[src/rtl/pattern_scan_ctrl.sv]
// Frame scanner: serializes bytes MSB first into a 4-bit history window and
// counts (overlapping) occurrences of a latched 4-bit pattern per frame.
//
// state   | meaning
// --------+-----------------------------------------------------------
// S_IDLE  | waiting for start; last frame's count/overflow held
// S_LOAD  | byte_ready high, waiting for the next byte of the frame
// S_SHIFT | consuming one bit per cycle, bit index 7 down to 0
// S_DONE  | frame finished; done pulses on the following cycle
module pattern_scan_ctrl #(
   parameter int CNT_W = 8
) (
   input  logic             clk,
   input  logic             reset,
   input  logic             start,
   input  logic [3:0]       pattern,
   input  logic [7:0]       frame_len,
   input  logic [7:0]       byte_data,
   input  logic             byte_valid,
   output logic             byte_ready,
   output logic             busy,
   output logic             done,
   output logic             match_pulse,
   output logic [CNT_W-1:0] match_count,
   output logic             overflow
);

   typedef enum logic [1:0] {S_IDLE, S_LOAD, S_SHIFT, S_DONE} state_t;

   localparam logic [CNT_W-1:0] CNT_MAX = '1;
   localparam logic [CNT_W-1:0] CNT_ONE = CNT_W'(1);

   state_t           state_q, state_d;
   logic [3:0]       pat_q, pat_d;
   logic [7:0]       len_q, len_d;
   logic [7:0]       shreg_q, shreg_d;
   logic [2:0]       bit_idx_q, bit_idx_d;
   logic [3:0]       hist_q, hist_d;
   logic [2:0]       fill_q, fill_d;
   logic             pulse_q, pulse_d;
   logic [CNT_W-1:0] cnt_q, cnt_d;
   logic             ovf_q, ovf_d;
   logic             done_q, done_d;

   logic             bit_in;
   logic [3:0]       window;
   logic             is_match;

   assign bit_in   = shreg_q[bit_idx_q];
   assign window   = {hist_q[2:0], bit_in};
   // fill_q counts bits already in the history, so a full window needs 3 before this bit
   assign is_match = (state_q == S_SHIFT) && (fill_q >= 3'd3) && (window == pat_q);

   always_comb begin
      state_d   = state_q;
      pat_d     = pat_q;
      len_d     = len_q;
      shreg_d   = shreg_q;
      bit_idx_d = bit_idx_q;
      hist_d    = hist_q;
      fill_d    = fill_q;
      cnt_d     = cnt_q;
      ovf_d     = ovf_q;
      pulse_d   = 1'b0;
      done_d    = (state_q == S_DONE);

      unique case (state_q)
         S_IDLE: begin
            if (start) begin
               pat_d   = pattern;
               len_d   = frame_len;
               cnt_d   = '0;
               ovf_d   = 1'b0;
               hist_d  = 4'd0;
               fill_d  = 3'd0;
               state_d = (frame_len == 8'd0) ? S_DONE : S_LOAD;
            end
         end
         S_LOAD: begin
            if (byte_valid) begin
               shreg_d   = byte_data;
               bit_idx_d = 3'd7;
               state_d   = S_SHIFT;
            end
         end
         S_SHIFT: begin
            hist_d    = window;
            bit_idx_d = bit_idx_q - 3'd1;
            if (fill_q != 3'd4) fill_d = fill_q + 3'd1;
            if (is_match) begin
               pulse_d = 1'b1;
               if (cnt_q == CNT_MAX) ovf_d = 1'b1;
               else                  cnt_d = cnt_q + CNT_ONE;
            end
            if (bit_idx_q == 3'd0) begin
               len_d   = len_q - 8'd1;
               state_d = (len_q == 8'd1) ? S_DONE : S_LOAD;
            end
         end
         S_DONE: state_d = S_IDLE;
         default: state_d = S_IDLE;
      endcase
   end

   always_ff @(posedge clk or negedge reset) begin
      if (!reset) begin
         state_q   <= S_IDLE;
         pat_q     <= 4'd0;
         len_q     <= 8'd0;
         shreg_q   <= 8'd0;
         bit_idx_q <= 3'd0;
         hist_q    <= 4'd0;
         fill_q    <= 3'd0;
         pulse_q   <= 1'b0;
         cnt_q     <= '0;
         ovf_q     <= 1'b0;
         done_q    <= 1'b0;
      end else begin
         state_q   <= state_d;
         pat_q     <= pat_d;
         len_q     <= len_d;
         shreg_q   <= shreg_d;
         bit_idx_q <= bit_idx_d;
         hist_q    <= hist_d;
         fill_q    <= fill_d;
         pulse_q   <= pulse_d;
         cnt_q     <= cnt_d;
         ovf_q     <= ovf_d;
         done_q    <= done_d;
      end
   end

   assign byte_ready  = (state_q == S_LOAD);
   assign busy        = (state_q != S_IDLE);
   assign done        = done_q;
   assign match_pulse = pulse_q;
   assign match_count = cnt_q;
   assign overflow    = ovf_q;

endmodule
[config.mk]
export PLATFORM = sky130hd
export DESIGN_NAME = pattern_scan_ctrl
export DESIGN_NICKNAME = d
export VERILOG_FILES = /design/src/rtl/pattern_scan_ctrl.sv
export SDC_FILE = /design/constraint.sdc
export NUM_CORES = 1
export LEC_CHECK = 0
export CORE_MARGIN = 1
export CORE_UTILIZATION = 45
export CTS_BUF_LIST = sky130_fd_sc_hd__clkbuf_4 sky130_fd_sc_hd__clkbuf_8 sky130_fd_sc_hd__clkbuf_16
export DETAILED_ROUTE_END_ITERATION = 12
export DONT_BUFFER_PORTS = 1
export PLACE_DENSITY = 0.61
export REMOVE_ABC_BUFFERS = 1
export SKIP_LAST_GASP = 1
export SLEW_MARGIN = 10
export SYNTH_ARGS = -nofsm -noshare
export SYNTH_HDL_FRONTEND = slang
export SYNTH_SLANG_ARGS = --single-unit
[constraint.sdc]
create_clock -name clk -period 2.6 [get_ports clk]
set_input_delay 0.52 -clock clk [delete_from_list [all_inputs] [get_ports clk]]
set_output_delay 0.52 -clock clk [all_outputs]
set_load 0.01 [all_outputs]
### Yosys cells after proc, flatten, opt, wreduce, memory -nomap -nowiden

Cells that the tools add are included.

| cells by class | value |
|---|---|
| mux-type cells | 28 |
| magnitude comparators | 2 |
| reduce and logical (&&, ||, !) cells | 17 |
| add/sub/neg operators | 4 |
| equality and inequality tests | 14 |

Operator list:

| cell | number |
|---|---|
| $mux W8 | 5 |
| $pmux W8 S2 | 2 |
| $pmux W3 S2 | 3 |
| $mux W3 | 4 |
| $mux W2 | 5 |
| $reduce_and A3 Y1 | 3 |
| $add A8 B1 Y8 const B | 1 |
| $eq A8 B1 Y1 const B | 1 |
| $eq A8 B8 Y1 const B | 1 |
| $logic_not A8 Y1 | 1 |
| $ne A2 B2 Y1 const B | 4 |
| $pmux W2 S4 | 1 |
| $reduce_and A2 Y1 | 4 |
| $reduce_and A4 Y1 | 2 |
| $sub A8 B1 Y8 const B | 1 |
| $mux W1 | 6 |
| $ne A2 B1 Y1 const B | 3 |
| $reduce_bool A2 Y1 | 3 |
| $eq A2 B2 Y1 const B | 2 |
| $eq A4 B4 Y1 | 1 |
| $lt A3 B4 Y1 const B | 1 |
| $add A3 B1 Y3 const B | 1 |
| $bmux W1 S3 | 1 |
| $ge A3 B2 Y1 const B | 1 |
| 7 further kinds | 8 |

| storage, ports and cells | value |
|---|---|
| output and inout port bits | 13 |
| logic and storage cells | 76 |
| input bits | 24 |
| register bits after elaboration | 42 |

### Longest topological paths before layout

| depth | value |
|---|---|
| word-level depth | 6 |
| depth in mapped cells | 8 |
| depth with buffers taken out | 7 |

### Least setup slack after synthesis

OpenSTA, ideal clock, no wires.

| path | value |
|---|---|
| path kind | reg-to-reg |
| from | reg bit_idx_q[0] |
| to | reg cnt_q[2], in the netlist match_count[2] |
| required time | 2.480 ns |
| arrival time | 1.849 ns |
| buffers on the path | 1 |
| stages on the path, launching flop included | 7 |
| slack | 0.631 ns |
| setup time | 0.120 ns |
| clock period less this slack | 1.969 ns |
| path through | dfrtp_1 > mux4_1 > mux2i_4 > xnor2_2 > or2_1 > buf_6 > a31o_1 |

| on the way | value |
|---|---|
| longest elaborated chain between the ends | 6 |

RTL lines:

| element | line | text |
|---|---|---|
| start: declaration | 37 | `logic [2:0] bit_idx_q, bit_idx_d;` |
| start signal: assignment | 123 | `bit_idx_q <= bit_idx_d;` |
| $bmux W1 S3 | 49 | `assign bit_in = shreg_q[bit_idx_q];` |
| $mux W1 (not written as such) | 49 |  |
| $eq A4 B4 Y1 | 52 | `assign is_match = (state_q == S_SHIFT) && (fill_q >= 3'd3) && (window == pat_q);` |
| $logic_and A1 B1 Y1 | 52 |  |
| $ne A2 B2 Y1 (no source line) | - |  |
| $reduce_and A4 Y1 (no source line) | - |  |
| end signal: assignment | 127 | `cnt_q <= cnt_d;` |
| end: declaration | 41 | `logic [CNT_W-1:0] cnt_q, cnt_d;` |

No other way between the ends. The select of a mux whose other input is x is not followed.
A chain may end at the register's enable or synchronous reset.

### Worst setup path after layout

| path | value |
|---|---|
| from | reg bit_idx_q[0] |
| to | reg cnt_q[3], in the netlist match_count[3] |

Same word-level chain as after synthesis.

==> impl_metrics.ini <==
[global_routing]
antenna_found_initial = 0
global_route_wire_length_before_repair_um = 7431
grt_start_max_net_pins = 43
globalRoute.totalOverflow = 0
globalRouteTotalUtil_pct = 18.82
first_global_vias = 1545

[setup_path]
crit_path_end_kind = flop
critical_path.reg2reg.startpoint = bit_idx_q[0]
critical_r2r_capture = match_count[3]
cp_slowest_stage_delay_ns = 0.63
arrival_ns = 2.36
start_kind = flop
r2r_slack_ns = 0.43
worstSetupStartpoint = bit_idx_q[0]
critical-path-slowest-cell = sky130_fd_sc_hd__mux4_1
cell_by_cell_listing_of_the_critical_path = mux4_1 > mux2i_4 > xnor2_2 > or2_1 > a31o_1
critical_path_peak_fanout = 8
crit_type = reg2reg
ff2ff_path_depth = 5
worst_ep_required_time_ns = 2.79

[routing]
dr_total_vias = 1609
avgRoutedWirePerCell_um = 15.43
drt-total-wl_um = 4475
routed_via_density = 5.548
drc_errors = 0
ant_nets = 0
detailedRoute.firstPassIterationCount = 4
dr.first_iter.drc_count = 110

[timing]
setup_viol = 0
layout_min_cycle_time_ns = 2.171
tightest_slew_ns = 0.5395
timing.max_slew.rel_slack_pct = 64.04
hold_viol = 0
timing.setup.tns_ns = 0
period_share_pct = 83.50
layout_setup_ws_ns = 0.4291
total_count_of_max_transition_violations_in_the_final_report = 0
max_clock_freq_mhz = 460.6
grt_setup_unrepaired = false
finalClockSkew_ns = 0.005174

[yosys]
post_synth_top_area_cell = sky130_fd_sc_hd__dfrtp_1
yosys-mux-area-fraction_pct = 10.32
synth-compound-area-share_pct = 14.25
synth_seq_area_share_pct = 47.11
fraction_of_the_mapped_netlist_area_in_adder_cells_pct = 4.487
largest_family_of_logic_cells_by_synthesized_area = simple AND/OR/NAND/NOR gates
synth_area_per_cell_um2 = 10.14
yosysWarnings = 0
post_synth_inst_count = 220
netlist.area_leader.share_pct = 47.11
yosysUniqueCellTypes = 42
synth.ff_latch_count = 42
syn_area_um2 = 2231
post_synth_and_or_nand_nor_area_fraction_pct = 17.84
synthXorXnorAreaFrac_pct = 2.299
synth_top_cells_by_area = sky130_fd_sc_hd__dfrtp_1 (47%), sky130_fd_sc_hd__mux2_2 (6.1%), sky130_fd_sc_hd__ha_1 (4.5%)

[pwr]
worst_ir_drop_vdd_uv = 589.6
cellLeakagePower_uw = 0.001065
power_density_nw_per_um2 = 998.1

[die]
floorplan.rows = 25
die_area_um2 = 5243
start_util_pct = 46.92
die_width_um = 72.41
fp.coreArea_um2 = 4755
die_boundary_height_um = 72.41
top_level_ports = 37

[placement]
detailedPlacementHpwl_um = 2989
dp_slack_ns = 0.4479
port_buf_inserts = 0
finalWeightedCongestion = 0.7552

[clocking]
worst_skew_pair.late_latency_ns = 0.29
cts.clk_slew.worst_paths_ns = 0.08
cts_buffers = 5
cts.path.max_buffers = 2
cts_tree = done
clock_tree.root_cell = sky130_fd_sc_hd__clkbuf_8
count_of_h_tree_levels_built_during_cts = 2
clock-sinks = 42
ctsResizeCount = 0

[final_layout]
num_antenna_cells = 0
final_common_cell = sky130_fd_sc_hd__dfrtp_1
final_layout_size_suffix_gt1_share_pct = 13.45
final_cell_mix = sky130_fd_sc_hd__dfrtp_1 (42), sky130_fd_sc_hd__nand2_1 (20), sky130_fd_sc_hd__nand3_1 (15)
regArea_um2 = 1051
num-fill-cells = 453
synth_to_final_area_change_pct = 9.198
finish.net_count = 255
multiInputGateArea_um2 = 1097

[worst_hold_path]
hold_path.class = in2async

[flow_run]
cap_viol_max_count = 0

[outcome]
result_of_the_run = finished clean
Yosys cell counts (all sizes together):
master and number:
mux2 12, a21oi 13, buf 3, nand3 15
o211ai 2, a32o 1, xnor2 1, nor3b 1
clkbuf 6, o22ai 3, a31o 5, a21o 1
nor3 3, xor2 4, ha 8, nand2 20
dfrtp 42, mux2i 3, o22a 1, a21boi 1
mux4 2, nand3b 2, a211oi 6, nor2b 2
nand2b 7, nor2 12, nor4b 1, a22oi 1
inv 11, or2 3, o221a 2, nand4 1
o21ai 12, and2 1, a31oi 1, or3 3
and3 5, nor4 3
critical path: cells and delay by family (launching register included):
| kind | cells | cell delay (ns) |
|---|---|---|
| xor+xnor | 1 | 0.16 |
| compound gates | 1 | 0.26 |
| flops | 1 | 0.42 |
| mux | 2 | 0.83 |
| simple gates | 1 | 0.39 |
flip-flops by register name (all words and copies together), names as in the netlist:
register,cells
len_q,8
match_pulse,1
hist_q,3
shreg_q,8
state_q,2
done,1
bit_idx_q,3
fill_q,3
match_count,8
pat_q,4
overflow,1
logic make-up (layout without fill, tap and decap cells):
| kind of cell | after synthesis | after routing |
|---|---|---|
| AOI/OAI and AO/OA | 49 | 49 |
| muxes | 17 | 17 |
| DFF | 42 | 42 |
| buffers and inverters | 20 | 23 |
| xor gates and xnor gates | 5 | 5 |
| adders and majority gates | 8 | 8 |
| and+or+nand+nor | 79 | 79 |
worst max-delay path by stage:
stage | end | slack, ns
floorplan | match_count[2] | 0.64
global placement | match_count[5] | 0.51
detailed placement | match_count[3] | 0.45
CTS | match_count[3] | 0.45
global route | match_count[6] | 0.33
finish | match_count[3] | 0.43
per-stage QoR:
step                      hold WS (ns)  utilization [%]  total power [µW]  cell area, µm²  cells
after global placement          0.2253            48.45              1873            2303    282
after floorplan                 0.2244                -              1680            2190    211
after detailed placement        0.2256            48.45              1897            2303    282
after global routing           0.05718            51.24              2616            2436    290
final                          0.06156            51.24              2432            2436    290
after CTS                      0.05649            51.24              2465            2436    290
power by group:
part / internal [µW] / switching (µW) / total, µW
registers: 869 / 218 / 1090
logic: 394 / 420 / 814
clock network: 307 / 223 / 530
total: 1570 / 861 / 2430
per-layer routing:
| layer | vias up | GRT usage (%) | wire (µm) |
|---|---|---|---|
| met2 | 44 | 29.91 | 2092 |
| li1 | 797 | - | - |
| met3 | 2 | 5.556 | 233 |
| met4 | 0 | 7.190 | 23 |
| met5 | - | 0 | 0 |
| met1 | 766 | 24.24 | 2125 |
cell type report:
cell class / instances / area share (%)
tap: 67 / 3.441
timing repair buffer: 5 / 2.054
clock buffer: 6 / 3.390
multi-input combinational: 158 / 45.04
clock inverter: 1 / 1.233
inverter: 11 / 1.695
sequential: 42 / 43.14
repair_timing:
action / in CTS / in global routing
setup endpoints to repair: 0 / 0
hold buffers: 1 / 0
hold endpoints to repair: 42 / 0
buffers inserted: 0 / 0
Power figures use the tool's default switching activity.
